**src/rtl/wavegen_pkg.sv**
```systemverilog
// Shared wavegen definitions: default pipe/bank geometry, readback FSM encoding, bank slice helper.
package wavegen_pkg;

   localparam int unsigned DEF_WORD_W = 16;
   localparam int unsigned DEF_NWORDS = 64;
   localparam int unsigned DEF_BANK_W = DEF_WORD_W * DEF_NWORDS;

   typedef enum logic [1:0] {
      IDLE   = 2'd0,
      STREAM = 2'd1,
      DONE   = 2'd2
   } rb_state_t;

   // Word i of a default-geometry bank.
   function automatic logic [DEF_WORD_W-1:0] bank_word(input logic [DEF_BANK_W-1:0] b,
                                                       input int unsigned i);
      return b[i*DEF_WORD_W +: DEF_WORD_W];
   endfunction

endpackage

```
**src/rtl/param_readback_serializer_word_select.sv**
```systemverilog
// Registered NWORDS:1 word mux. An out-of-range select or clear loads zero.
module word_select #(
   parameter int unsigned WORD_W = 16,
   parameter int unsigned NWORDS = 64,
   parameter int unsigned CNT_W  = 7
) (
   input  logic                     clk,
   input  logic                     reset,
   input  logic                     load,
   input  logic                     clear,
   input  logic [WORD_W*NWORDS-1:0] src,
   input  logic [CNT_W-1:0]         sel,
   output logic [WORD_W-1:0]        word
);

   logic [WORD_W-1:0] mux_c;

   always_comb begin
      mux_c = '0;
      for (int i = 0; i < int'(NWORDS); i++)
         if (sel == CNT_W'(i)) mux_c = src[i*WORD_W +: WORD_W];
   end

   always_ff @(posedge clk or posedge reset) begin
      if (reset)      word <= '0;
      else if (clear) word <= '0;
      else if (load)  word <= mux_c;
   end

endmodule

```
**src/rtl/param_readback_serializer.sv**
```systemverilog
// Parameter bank readback: snapshots a bank on capture and serves it word-by-word to a pipe-out.
// Optional macro READBACK_CHECKSUM_EN appends a mod-2^WORD_W sum word after the last bank word.
module param_readback_serializer
   import wavegen_pkg::*;
#(
   parameter int unsigned WORD_W = DEF_WORD_W,
   parameter int unsigned NWORDS = DEF_NWORDS,
   parameter int unsigned CNT_W  = 7
) (
   input  logic                     clk,
   input  logic                     reset,
   input  logic [WORD_W*NWORDS-1:0] bank,
   input  logic                     capture,
   input  logic                     ep_read,
   output logic [WORD_W-1:0]        dout,
   output logic                     valid,
   output logic                     busy,
   output logic [CNT_W-1:0]         remaining,
   output logic                     underrun
);

`ifdef READBACK_CHECKSUM_EN
   localparam int unsigned TOTAL = NWORDS + 1;
`else
   localparam int unsigned TOTAL = NWORDS;
`endif

   rb_state_t                state_q, state_d;
   logic [WORD_W*NWORDS-1:0] snap_q;
   logic [CNT_W-1:0]         idx_q, idx_d, rem_q, rem_d;
   logic                     und_q, und_d;
   logic                     load, clear;
   logic [CNT_W-1:0]         sel;
   logic [WORD_W*NWORDS-1:0] src;
   logic [WORD_W-1:0]        sel_word;

   always_ff @(posedge clk or posedge reset) begin
      if (reset) begin
         state_q <= IDLE;
         snap_q  <= '0;
         idx_q   <= '0;
         rem_q   <= '0;
         und_q   <= 1'b0;
      end else begin
         state_q <= state_d;
         idx_q   <= idx_d;
         rem_q   <= rem_d;
         und_q   <= und_d;
         if (capture) snap_q <= bank;
      end
   end

   // Capture loads word 0 straight from the live bank, since the snapshot lands on the same edge.
   always_comb begin
      state_d = state_q;
      idx_d   = idx_q;
      rem_d   = rem_q;
      und_d   = und_q;
      load    = 1'b0;
      clear   = 1'b0;
      sel     = idx_q;
      src     = snap_q;
      if (capture) begin
         state_d = STREAM;
         idx_d   = '0;
         rem_d   = CNT_W'(TOTAL);
         und_d   = 1'b0;
         load    = 1'b1;
         sel     = '0;
         src     = bank;
      end else if (ep_read) begin
         if (state_q == STREAM) begin
            if (rem_q == CNT_W'(1)) begin
               state_d = DONE;
               idx_d   = '0;
               rem_d   = '0;
               clear   = 1'b1;
            end else begin
               idx_d = idx_q + CNT_W'(1);
               rem_d = rem_q - CNT_W'(1);
               load  = 1'b1;
               sel   = idx_q + CNT_W'(1);
            end
         end else begin
            und_d = 1'b1;
         end
      end
   end

   word_select #(.WORD_W(WORD_W), .NWORDS(NWORDS), .CNT_W(CNT_W)) u_word_select (
      .clk   (clk),
      .reset (reset),
      .load  (load),
      .clear (clear),
      .src   (src),
      .sel   (sel),
      .word  (sel_word)
   );

`ifdef READBACK_CHECKSUM_EN
   logic [WORD_W-1:0] sum_c, sum_q;
   logic              show_sum_q;

   always_comb begin
      sum_c = '0;
      for (int i = 0; i < int'(NWORDS); i++)
         sum_c = sum_c + bank[i*WORD_W +: WORD_W];
   end

   // The sum is latched at capture, well before the stream reaches the checksum slot.
   always_ff @(posedge clk or posedge reset) begin
      if (reset) begin
         sum_q      <= '0;
         show_sum_q <= 1'b0;
      end else begin
         if (capture) sum_q <= sum_c;
         if (capture || clear)  show_sum_q <= 1'b0;
         else if (load)         show_sum_q <= (idx_d == CNT_W'(NWORDS));
      end
   end

   assign dout = show_sum_q ? sum_q : sel_word;
`else
   assign dout = sel_word;
`endif

   assign valid     = (state_q == STREAM);
   assign busy      = (state_q == STREAM);
   assign remaining = rem_q;
   assign underrun  = und_q;

endmodule

```
**config.mk**
```make
export PLATFORM = sky130hd
export DESIGN_NAME = param_readback_serializer
export DESIGN_NICKNAME = d
export VERILOG_FILES = /design/src/rtl/wavegen_pkg.sv /design/src/rtl/param_readback_serializer_word_select.sv /design/src/rtl/param_readback_serializer.sv
export SDC_FILE = /design/constraint.sdc
export NUM_CORES = 2
export LEC_CHECK = 0
export CORE_AREA = 2 2 416 418
export DETAILED_ROUTE_END_ITERATION = 12
export DIE_AREA = 0 0 418 420
export PLACE_DENSITY = 0.53
export SLEW_MARGIN = 40
export SYNTH_ARGS = -nofsm -noshare
export SYNTH_HDL_FRONTEND = slang
export SYNTH_SLANG_ARGS = --single-unit
```
**constraint.sdc**
```tcl
create_clock -name clk -period 35.5 [get_ports clk]
set_input_delay 7.1 -clock clk [delete_from_list [all_inputs] [get_ports clk]]
set_output_delay 7.1 -clock clk [all_outputs]
set_load 0.01 [all_outputs]
```
==> results.py <==
metrics = {
    "sta": {
        "final.setup_skew_ps": 34.86,
        "totalNegativeSetupSlack_ps": 0,
        "worstMarginPinSlew_ps": 1085,
        "finalCritPeriodShare_pct": 33.62,
        "rsz0062_at_grt": "false",
        "worst_slack_ps": 23570,
        "setup_viol_count_final": 0,
        "fmaxAchievable_mhz": 83.79,
        "report.final.hold_viol_count": 0,
        "max_transition_margin_pct": 27.65,
        "period_minus_slack_ps": 11930,
        "final-max-slew-violation-count": 0,
    },
    "global_route": {
        "groute.usage.overall_pct": 30.16,
        "grt_start_max_net_pins": 158,
        "grt_antenna_before_repair": 102,
        "globalRouteOverflowTotal": 0,
        "grt_pass1_vias": 37360,
        "grt_pass1_wl_um": 352700,
    },
    "synthesis": {
        "async_reset_ff_share_pct": 100.0,
        "yosys_register_bits": 1057,
        "synthFlopType": "sky130_fd_sc_hd__dfrtp_1",
        "synth.net_count": 4392,
        "synthesis.area_per_instance_um2": 13.68,
        "synthesis.yosys.warnings": 0,
        "post_synth_num_cell_types": 71,
        "seq_area_frac_synth_pct": 57.56,
        "netlist_instances": 3360,
        "post_synth_instance_area_um2": 45950,
        "synth_edf_count": 0,
    },
    "cells_and_area": {
        "final_core_utilization_pct": 37.86,
        "footprint_of_the_multi_input_gates_um2": 19150,
        "area_used_by_sequential_logic_in_the_layout_um2": 26450,
        "layout_stage_area_growth_over_the_synthesis_result_pct": 40.87,
        "finalNetCount": 5483,
        "drive_gt1_share_pct": 32.28,
        "final_cell_area_um2": 64730,
        "fillCellCount": 16400,
    },
    "drt": {
        "initialDrtViolationCount": 3738,
        "drt_pre_antenna_iters": 6,
        "postRouteAntennaNets": 0,
        "overall_routed_net_length_um": 272900,
        "vias": 36690,
        "route.detailed.drc": 0,
        "post_drt_wl_per_cell_um": 39.91,
        "viasPerCell": 5.365,
    },
    "worst_setup_path": {
        "kind_of_capture_point_of_the_worst_setup_path": "flip-flop",
        "worst_ep_arrival_time_ps": 12560,
        "worstPathMaxFanout": 30,
        "timing.reg2reg.worst_path_depth": 19,
        "setup.worst_path.start": "ep_read",
        "reg2reg_slack_ps": 28960,
        "worstPathRequired_ps": 36120,
        "worst_setup_path_endpoint": "u_word_select.word[0]",
        "worst-setup-path-type": "primary input to flip-flop",
        "crit-reg2reg-capture": "u_word_select.word[7]",
        "r2r-start": "remaining[1]",
        "crit_path_start_kind": "primary input",
    },
    "clocking": {
        "cts_tree": "yes",
        "hold_buffers": 0,
        "worstSkewPairLatency_ps": 770,
        "clock_sinks": 1057,
        "cts_root_buffer": "sky130_fd_sc_hd__clkbuf_16",
        "post_cts.resized_instances": 0,
        "cts_made_buffers": 120,
        "cts-htree-levels": 3,
        "clock_tree.buffer_depth": 3,
        "cts.clk_slew.worst_paths_ps": 60,
        "postCtsSetupRepairBufs": 0,
    },
    "die": {
        "fp.dieW_um": 418,
        "fp.coreArea_um2": 171000,
        "placement_rows": 152,
        "floorplan.die_area_um2": 175600,
        "start_util_pct": 26.88,
        "die_h_um": 420,
        "floorplan.io_pins": 1054,
    },
    "power": {
        "cellLeakagePower_nw": 25.61,
        "internal_power_mw": 2.388,
        "clock_share_of_power_pct": 42.4,
        "p_per_area_nw_per_um2": 50.35,
        "switching_share_pct": 26.72,
        "design_power_total_mw": 3.259,
        "seqPwrFrac_pct": 41.8,
        "irDropWorstVdd_mv": 0.04136,
        "p_sw_uw": 870.9,
        "share_comb_of_total_power_pct": 15.8,
    },
    "placement": {
        "buffer_ports.inserted": 1053,
        "placed_area_um2": 60170,
        "post-dp-hpwl_um": 215500,
        "globalplace.congestion": 0.9535,
        "dp_worst_setup_slack_ps": 22700,
    },
    "flow_run": {
        "timing.max_cap.violations": 0,
    },
    "worst_hold_path": {
        "min-delay-path-class": "flip-flop to flip-flop",
    },
    "run_status": {
        "result_of_the_run": "finished clean",
    },
}
-- routing by layer --
layer	GRT usage (%)	vias up	wire, um
li1	-	15010	-
met1	37.46	19300	108900
met2	48.63	1785	129100
met3	6.494	554	18510
met4	16.88	42	16240
met5	0	-	253
-- worst max-delay path, cell delays in order --
cell                              delay, ps
sky130_fd_sc_hd__clkdlybuf4s50_1        570
sky130_fd_sc_hd__and3b_1                620
sky130_fd_sc_hd__o21ai_1                380
sky130_fd_sc_hd__or4_1                  650
sky130_fd_sc_hd__nand3_2                110
sky130_fd_sc_hd__buf_4                  510
sky130_fd_sc_hd__nor3_4                 210
sky130_fd_sc_hd__buf_4                  280
sky130_fd_sc_hd__a2111oi_1              830
sky130_fd_sc_hd__buf_4                  230
sky130_fd_sc_hd__nand3_1                 80
sky130_fd_sc_hd__a2111oi_2              470
sky130_fd_sc_hd__buf_4                  200
sky130_fd_sc_hd__and3_1                 160
sky130_fd_sc_hd__o221ai_1               120
-- cell usage after synthesis (6+ instances only) --
library cell                instances  area share [%]
sky130_fd_sc_hd__nand3_1           38            0.41
sky130_fd_sc_hd__nor3_1            53            0.58
sky130_fd_sc_hd__dfrtp_1         1057              58
sky130_fd_sc_hd__a2111oi_0         22            0.42
sky130_fd_sc_hd__buf_2             19            0.21
sky130_fd_sc_hd__clkbuf_1         158             1.3
sky130_fd_sc_hd__o221ai_1           9            0.17
sky130_fd_sc_hd__o21ai_0           26            0.28
sky130_fd_sc_hd__and4_1            11            0.21
sky130_fd_sc_hd__a211o_1            6            0.11
sky130_fd_sc_hd__nand4_1           82             1.1
sky130_fd_sc_hd__or3_1              7           0.095
sky130_fd_sc_hd__a211oi_1          11            0.18
sky130_fd_sc_hd__and3_1            10            0.14
sky130_fd_sc_hd__mux2i_1            9            0.20
sky130_fd_sc_hd__buf_1             32            0.26
sky130_fd_sc_hd__mux2_2          1022              25
sky130_fd_sc_hd__nor3_2             8            0.17
sky130_fd_sc_hd__a221o_1           10            0.22
sky130_fd_sc_hd__o21a_1             7            0.11
sky130_fd_sc_hd__nor3b_1           12            0.20
sky130_fd_sc_hd__a222oi_1          10            0.22
sky130_fd_sc_hd__nor4_1            23            0.31
sky130_fd_sc_hd__a22oi_1          372             6.1
sky130_fd_sc_hd__inv_1             13            0.11
sky130_fd_sc_hd__nand2_1           90            0.74
sky130_fd_sc_hd__nor2_1            73            0.60
sky130_fd_sc_hd__a221oi_1          18            0.34
sky130_fd_sc_hd__a21oi_1           34            0.37
sky130_fd_sc_hd__or4_1              6           0.098
sky130_fd_sc_hd__a22o_1            21            0.40
-- through the flow --
stage,instances,hold slack (ps)
6_report,6838,489.6
3_3_place_gp,6544,470.0
5_1_grt,6824,504.7
3_5_place_dp,6559,469.3
2_1_floorplan,3360,437.3
4_1_cts,6781,484.8
-- worst min-delay path by stage --
stage	startpoint	endpoint	slack (ps)	depth (start not counted)
final	snap_q[766]	snap_q[766]	490	2
after global placement	snap_q[766]	snap_q[766]	470	2
after global routing	snap_q[267]	snap_q[267]	500	1
after detailed placement	snap_q[766]	snap_q[766]	470	2
after floorplan	snap_q[334]	snap_q[334]	440	2
after CTS	snap_q[766]	snap_q[766]	480	2
-- placed cells by master (no fill, tap or decap), types with 9 or more instances in the layout --
master / instances
sky130_fd_sc_hd__a2111oi_0: 12
sky130_fd_sc_hd__a2111oi_2: 9
sky130_fd_sc_hd__a211oi_1: 11
sky130_fd_sc_hd__a21oi_1: 33
sky130_fd_sc_hd__a221o_1: 10
sky130_fd_sc_hd__a221oi_1: 18
sky130_fd_sc_hd__a222oi_1: 10
sky130_fd_sc_hd__a22o_1: 21
sky130_fd_sc_hd__a22oi_1: 372
sky130_fd_sc_hd__and3_1: 10
sky130_fd_sc_hd__and4_1: 11
sky130_fd_sc_hd__buf_4: 99
sky130_fd_sc_hd__buf_6: 14
sky130_fd_sc_hd__bufinv_16: 18
sky130_fd_sc_hd__clkbuf_1: 10
sky130_fd_sc_hd__clkbuf_16: 120
sky130_fd_sc_hd__clkbuf_8: 34
sky130_fd_sc_hd__clkdlybuf4s50_1: 1052
sky130_fd_sc_hd__clkinv_2: 23
sky130_fd_sc_hd__dfrtp_1: 1057
sky130_fd_sc_hd__diode_2: 54
sky130_fd_sc_hd__inv_1: 12
sky130_fd_sc_hd__mux2_2: 1022
sky130_fd_sc_hd__nand2_1: 89
sky130_fd_sc_hd__nand3_1: 36
sky130_fd_sc_hd__nand4_1: 82
sky130_fd_sc_hd__nor2_1: 45
sky130_fd_sc_hd__nor2_4: 28
sky130_fd_sc_hd__nor3_1: 24
sky130_fd_sc_hd__nor3_2: 27
sky130_fd_sc_hd__nor3_4: 10
sky130_fd_sc_hd__nor3b_1: 11
sky130_fd_sc_hd__nor4_1: 19
sky130_fd_sc_hd__o21ai_0: 25
sky130_fd_sc_hd__o221ai_1: 9
-- cell families after synthesis --
group           Yosys count  synth area share [%]
fa+ha+maj                 4                0.1089
mux                    1035                 25.36
xor+xnor                  7                0.1334
compound gates          583                 9.593
flops                  1057                 57.56
simple gates            447                 5.280
buf+inv                 227                 1.958
-- registers in the layout (all words and copies together), names as in the netlist --
| name | cells |
|---|---|
| snap_q | 1024 |
| remaining | 7 |
| state_q | 2 |
| u_word_select.word | 16 |
| idx_q | 7 |
| underrun | 1 |
-- final cells by class --
cell class                      instances  area share [%]
Timing Repair Buffer                 1183           18.23
Multi-Input combinational cell       2076           29.58
Clock buffer                          164           5.420
Sequential cell                      1057           40.86
Antenna cell                           54          0.2088
Clock inverter                         58           1.297
Inverter                               13         0.08118
Tap cell                             2233           4.316
-- power by group through the flow --
| stage | Sequential [mW] | Combinational (mW) | Clock, mW |
|---|---|---|---|
| 3_5_place_dp | 1.38 | 0.506 | 0 |
| 2_1_floorplan | 1.38 | 0.212 | 0 |
| 6_report | 1.36 | 0.516 | 1.38 |
| 3_3_place_gp | 1.38 | 0.507 | 0 |
| 5_1_grt | 1.37 | 0.530 | 1.45 |
| 4_1_cts | 1.36 | 0.510 | 1.40 |
(Power assumes the default switching activity.)
